**src/rtl/mips_pkg.sv**
```systemverilog
// Shared MiniMIPS definitions: multiplier FSM state encoding and MULT/MULTU funct codes.
package mips_pkg;

    localparam int unsigned MULT_WIDTH = 32;

    localparam logic [5:0] FUNCT_MULT  = 6'h18;
    localparam logic [5:0] FUNCT_MULTU = 6'h19;

    typedef enum logic [1:0] {
        S_IDLE = 2'd0,
        S_RUN  = 2'd1,
        S_FIX  = 2'd2,
        S_DONE = 2'd3
    } mult_state_e;

endpackage

```
**src/rtl/mult_step_add.sv**
```systemverilog
// One shift-add step: adds the multiplicand to the upper accumulator half when enabled.
module mult_step_add #(
    parameter int unsigned WIDTH = 32
) (
    input  logic [WIDTH-1:0] acc_hi,
    input  logic [WIDTH-1:0] mcand,
    input  logic             add_en,
    output logic [WIDTH:0]   sum
);

    always_comb begin
        sum = {1'b0, acc_hi};
        if (add_en) begin
            sum = {1'b0, acc_hi} + {1'b0, mcand};
        end
    end

endmodule

```
**src/rtl/mult_seq.sv**
```systemverilog
// Multi-cycle shift-add multiplier for MULT/MULTU; works on magnitudes and
// negates the 2*WIDTH-bit product in a final fix cycle for signed operations.
module mult_seq
    import mips_pkg::*;
#(
    parameter int unsigned WIDTH = MULT_WIDTH
) (
    input  logic             clk,
    input  logic             reset,
    input  logic             start,
    input  logic             is_signed,
    input  logic [WIDTH-1:0] op_a,
    input  logic [WIDTH-1:0] op_b,
    output logic             busy,
    output logic             done,
    output logic [WIDTH-1:0] hi,
    output logic [WIDTH-1:0] lo
);

    localparam int unsigned CNT_W = $clog2(WIDTH);
    localparam int unsigned ACC_W = 2 * WIDTH;

    mult_state_e      state_q, state_d;
    logic [CNT_W-1:0] cnt_q, cnt_d;
    logic [WIDTH-1:0] mcand_q, mcand_d;
    logic [ACC_W-1:0] acc_q, acc_d;
    logic             neg_q, neg_d;
    logic             busy_q, busy_d;
    logic             done_q, done_d;
    logic [WIDTH-1:0] hi_q, hi_d;
    logic [WIDTH-1:0] lo_q, lo_d;

    logic [WIDTH-1:0] mag_a, mag_b;
    logic [WIDTH:0]   step_sum;

    // Operand magnitudes; |min_int| is representable as an unsigned WIDTH-bit value.
    always_comb begin
        mag_a = op_a;
        mag_b = op_b;
        if (is_signed && op_a[WIDTH-1]) mag_a = ~op_a + WIDTH'(1);
        if (is_signed && op_b[WIDTH-1]) mag_b = ~op_b + WIDTH'(1);
    end

    mult_step_add #(
        .WIDTH (WIDTH)
    ) u_step_add (
        .acc_hi (acc_q[ACC_W-1:WIDTH]),
        .mcand  (mcand_q),
        .add_en (acc_q[0]),
        .sum    (step_sum)
    );

    always_comb begin
        state_d = state_q;
        cnt_d   = cnt_q;
        mcand_d = mcand_q;
        acc_d   = acc_q;
        neg_d   = neg_q;
        done_d  = 1'b0;
        hi_d    = hi_q;
        lo_d    = lo_q;

        unique case (state_q)
            S_IDLE, S_DONE: begin
                state_d = S_IDLE;
                if (start) begin
                    state_d = S_RUN;
                    mcand_d = mag_a;
                    acc_d   = {WIDTH'(0), mag_b};
                    neg_d   = is_signed & (op_a[WIDTH-1] ^ op_b[WIDTH-1]);
                    cnt_d   = '0;
                end
            end
            S_RUN: begin
                // Carry out of the step sum shifts into the accumulator MSB.
                acc_d = ACC_W'({step_sum, acc_q[WIDTH-1:0]} >> 1);
                cnt_d = cnt_q + CNT_W'(1);
                if (cnt_q == CNT_W'(WIDTH - 1)) begin
                    state_d = S_FIX;
                end
            end
            S_FIX: begin
                if (neg_q) begin
                    acc_d = ~acc_q + ACC_W'(1);
                end
                {hi_d, lo_d} = acc_d;
                done_d  = 1'b1;
                state_d = S_DONE;
            end
            default: state_d = S_IDLE;
        endcase

        busy_d = (state_d == S_RUN) || (state_d == S_FIX);
    end

    always_ff @(posedge clk) begin
        if (reset) begin
            state_q <= S_IDLE;
            cnt_q   <= '0;
            mcand_q <= '0;
            acc_q   <= '0;
            neg_q   <= 1'b0;
            busy_q  <= 1'b0;
            done_q  <= 1'b0;
            hi_q    <= '0;
            lo_q    <= '0;
        end else begin
            state_q <= state_d;
            cnt_q   <= cnt_d;
            mcand_q <= mcand_d;
            acc_q   <= acc_d;
            neg_q   <= neg_d;
            busy_q  <= busy_d;
            done_q  <= done_d;
            hi_q    <= hi_d;
            lo_q    <= lo_d;
        end
    end

    assign busy = busy_q;
    assign done = done_q;
    assign hi   = hi_q;
    assign lo   = lo_q;

endmodule
```
**config.mk**
```make
export PLATFORM = sky130hd
export DESIGN_NAME = mult_seq
export DESIGN_NICKNAME = d
export VERILOG_FILES = /design/src/rtl/mips_pkg.sv /design/src/rtl/mult_step_add.sv /design/src/rtl/mult_seq.sv
export SDC_FILE = /design/constraint.sdc
export NUM_CORES = 1
export LEC_CHECK = 0
export ABC_CLOCK_PERIOD_IN_PS = 2800
export BUFFER_PORTS_ARGS = -buffer_cell sky130_fd_sc_hd__clkbuf_2
export CAP_MARGIN = 10
export CORE_ASPECT_RATIO = 0.5
export CORE_MARGIN = 2
export CORE_UTILIZATION = 54
export CTS_CLUSTER_DIAMETER = 100
export DETAILED_ROUTE_END_ITERATION = 7
export PLACE_DENSITY = 0.78
export SLEW_MARGIN = 20
export SYNTH_ARGS = -nofsm -noshare
export SYNTH_HDL_FRONTEND = slang
export SYNTH_SLANG_ARGS = --single-unit
```
**constraint.sdc**
```tcl
create_clock -name clk -period 2.8 [get_ports clk]
set_input_delay 0.28 -clock clk [delete_from_list [all_inputs] [get_ports clk]]
set_output_delay 0.28 -clock clk [all_outputs]
set_load 0.005 [all_outputs]
```
==> impl_metrics.py <==
metrics = {
    "clocking": {
        "h-tree-depth": 4,
        "clk_pin_slew_ns": 0.07,
        "clk-insertion-delay-late_ns": 0.45,
        "cts-root-buf": "clkbuf_16",
        "cts_hold_buf": 0,
        "cts_tree": "done",
        "cts_made_buffers": 17,
        "cts.sinks": 170,
        "clockBufferDepth": 2,
    },
    "pwr": {
        "p_leak_uw": 0.00580,
        "powerDensity_nw_per_um2": 444,
        "seqPwrFrac": 0.404,
        "pwr-share-clk": 0.382,
        "p_int_uw": 4360,
        "peakVddDrop_v": 0.000346,
        "p_sw_uw": 2080,
        "combPwrFrac": 0.214,
        "switching_share": 0.323,
    },
    "layout": {
        "syn_to_final_growth_pct": 27.5,
        "drive_gt1_frac": 0.258,
        "design_area_um2": 14500,
        "final_common_cell": "nor2_1",
        "layout_common_cells": "nor2_1 (170), dfxtp_1 (165), buf_4 (158)",
        "antenna-diode-count": 0,
        "final_nets": 1799,
    },
    "timing": {
        "drv_slew": 0,
        "fin_skew_ns": 0.00873,
        "finalSetupViolCount": 33,
        "min_period_ns": 3.16,
        "timing.final.crit_share": 1.13,
        "relSlewSlack": 0.125,
        "hold_viol": 0,
        "finalSetupTns_ns": -3.70,
        "tightest_slew_ns": 1.31,
        "worst_slack_ns": -0.361,
        "rsz0062_at_grt": "yes",
        "fmax_mhz": 316,
    },
    "synthesis": {
        "async_reset_ff_frac": 0,
        "synth_flop_cell": "dfxtp_1",
        "syn_area_um2": 11400,
        "syn-mean-instance-area_um2": 7.70,
        "ys_ff_latch": 170,
        "ys_warn_count": 0,
        "muxShareOfSynthArea": 0.0134,
        "synthDistinctLibCells": 77,
        "yosys.area_share.simple": 0.212,
        "synth_xor_area_frac": 0.104,
        "synth-compound-area-share": 0.282,
        "synthAdderAreaFrac": 0.0446,
        "synth_top_family_by_area": "compound AO/OA/AOI/OAI gates",
        "yosysSeqAreaShare": 0.299,
        "syn_inst": 1479,
        "synth_edf_count": 0,
        "synth_nets": 1587,
    },
    "outcome": {
        "status": "finished, violations left",
        "violations": "setup timing",
    },
    "routing": {
        "drt-initial-drc-count": 1498,
        "dr.pass1.iters": 6,
        "routed_via_density": 6.39,
        "wl_per_cell_um": 20.0,
        "ant_nets": 0,
        "wirelength_mm": 39.5,
        "dr_total_vias": 12600,
        "drc": 0,
    },
    "critical_path": {
        "critical_path.endpoint_type": "flop",
        "path_cells": "or4_4 > or3_4 > or3b_4 > or2_4 > or3_4 > o31ai_4 > xnor2_1 > a211oi_1",
        "rr_startpoint": "acc_q[27]$_SDFFE_PP0P_",
        "crit_path_frequent_cell": "or3_4",
        "slowest_stage": "or4_4",
        "critPathMaxStageDelay_ns": 0.53,
        "crit_fanout": 4,
        "worstSetupStartpointType": "flop",
        "cp.arrival_ns": 3.50,
        "setup.worst_path.start": "acc_q[27]$_SDFFE_PP0P_",
        "critPathKind": "reg2reg",
        "required_ns": 3.14,
    },
    "global_routing": {
        "track_usage": 0.337,
        "antenna_found_initial": 0,
        "grt_pass1_vias": 11500,
        "grt_pass1_wl_mm": 59.7,
        "grt_max_degree": 65,
        "grt_overflow_total": 0,
    },
    "placement": {
        "placed_area_um2": 13200,
        "pre_cts_slack_ns": -0.264,
        "place.gp.congestion": 0.977,
        "portBuffers": 133,
        "post-dp-hpwl_mm": 27.7,
    },
    "floorplan": {
        "std_cell_rows": 37,
        "dieWidth_um": 209,
        "die_h_um": 107,
        "fp.coreArea_um2": 20600,
        "ioPinCount": 134,
        "start_util": 0.553,
        "dieArea_um2": 22300,
    },
    "flow_run": {
        "max_cap_violations": 0,
    },
    "hold_path": {
        "holdCritPathClass": "in2reg",
        "min_from": "op_a[17]",
    },
}
registers in the layout (all words and copies together) (netlist names):
signal and count:
acc_q 64, hi 32, lo 32, mcand_q 32, cnt_q 5, state_q 2
busy 1, done 1, neg_q 1
cell families after synthesis:
group           count (synthesis)
compound gates                473
mux                            15
flops                         170
simple gates                  511
fa+ha+maj                      40
xor+xnor                      135
buf+inv                       135
Yosys cell counts (4+ instances only):
| cell type | count | area share |
|---|---|---|
| a21oi_1 | 108 | 0.047 |
| o221ai_1 | 4 | 0.0031 |
| nand3_1 | 24 | 0.011 |
| o21a_1 | 4 | 0.0026 |
| dfxtp_1 | 170 | 0.30 |
| nor2b_1 | 9 | 0.0049 |
| o21ai_0 | 90 | 0.040 |
| nor4_1 | 10 | 0.0055 |
| a221o_1 | 5 | 0.0044 |
| nor3_1 | 55 | 0.024 |
| a32oi_1 | 6 | 0.0046 |
| a221oi_1 | 31 | 0.024 |
| ha_1 | 39 | 0.043 |
| a22oi_1 | 9 | 0.0059 |
| xor2_1 | 64 | 0.049 |
| clkbuf_1 | 88 | 0.029 |
| nand4_1 | 11 | 0.0060 |
| or2_2 | 4 | 0.0022 |
| inv_1 | 29 | 0.0096 |
| o41ai_1 | 16 | 0.012 |
| a21o_1 | 29 | 0.019 |
| or4_1 | 14 | 0.0092 |
| o31ai_1 | 27 | 0.018 |
| nand2b_1 | 17 | 0.0093 |
| or3_1 | 28 | 0.015 |
| o21bai_1 | 6 | 0.0040 |
| and3_1 | 7 | 0.0038 |
| mux2i_1 | 13 | 0.011 |
| buf_1 | 13 | 0.0043 |
| nand2_1 | 131 | 0.043 |
| o32ai_1 | 6 | 0.0046 |
| a311oi_1 | 6 | 0.0046 |
| xnor2_1 | 71 | 0.055 |
| nor2_1 | 173 | 0.057 |
| a31oi_1 | 15 | 0.0082 |
| and2_1 | 6 | 0.0033 |
| a211oi_1 | 72 | 0.047 |
power by group through the flow:
stage                     clock, µW  combinational, µW  sequential (µW)
final                          2460               1380             2600
after global routing           2570               1480             2610
after CTS                      2470               1280             2600
after detailed placement          0               1240             2650
after global placement            0               1210             2640
after floorplan                   0                763             2640
final timing paths:
kind / slack, ns / endpoint / cells after the start
worst max-delay path: -0.36 / hi[13]$_SDFFE_PP0P_ / 8
worst min-delay path: 0.15 / mcand_q[17]$_SDFFE_PP0P_ / 3
worst max register to register: -0.36 / hi[13]$_SDFFE_PP0P_ / 8
worst min register to register: 0.47 / hi[2]$_SDFFE_PP0P_ / 2
critical path: cells and delay by family, from the launching register on:
| family | cells | cell delay, ns |
|---|---|---|
| AOI/OAI and AO/OA | 2 | 0.62 |
| DFF | 1 | 0.32 |
| and+or+nand+nor | 5 | 1.94 |
| xor gates and xnor gates | 1 | 0.16 |
layer usage:
layer  vias to the layer above  share of wire  global-route usage
met1                      5951           0.43               0.460
met5                         -              0                   0
met2                       691           0.43               0.526
li1                       5887              -                   -
met4                         0          0.026               0.107
met3                       101           0.11              0.0803
cell type report:
class / count / area, µm²
clock inverter: 15 / 179
tap: 273 / 342
timing repair buffer: 297 / 1940
sequential: 170 / 3410
inverter: 31 / 116
clock buffer: 17 / 425
multi-input combinational: 1174 / 8120
fill: 1627 / 6070
repair_timing:
| item | 4_1_cts | 5_1_grt |
|---|---|---|
| pin swaps | 15 | 38 |
| setup endpoints to repair | 45 | 53 |
| cloned | 0 | 0 |
| setup buffers | 6 | 9 |
| resized for setup | 29 | 97 |
per-stage QoR:
step / total power (µW) / hold WS, ns / instances / util
floorplan: 3400 / 0.416 / 1479 / -
global placement: 3850 / 0.448 / 1931 / 0.642
detailed placement: 3890 / 0.458 / 1931 / 0.642
CTS: 6350 / 0.145 / 1969 / 0.679
global route: 6670 / 0.178 / 1977 / 0.705
finish: 6440 / 0.152 / 1977 / 0.705
(Power assumes the default switching activity.)
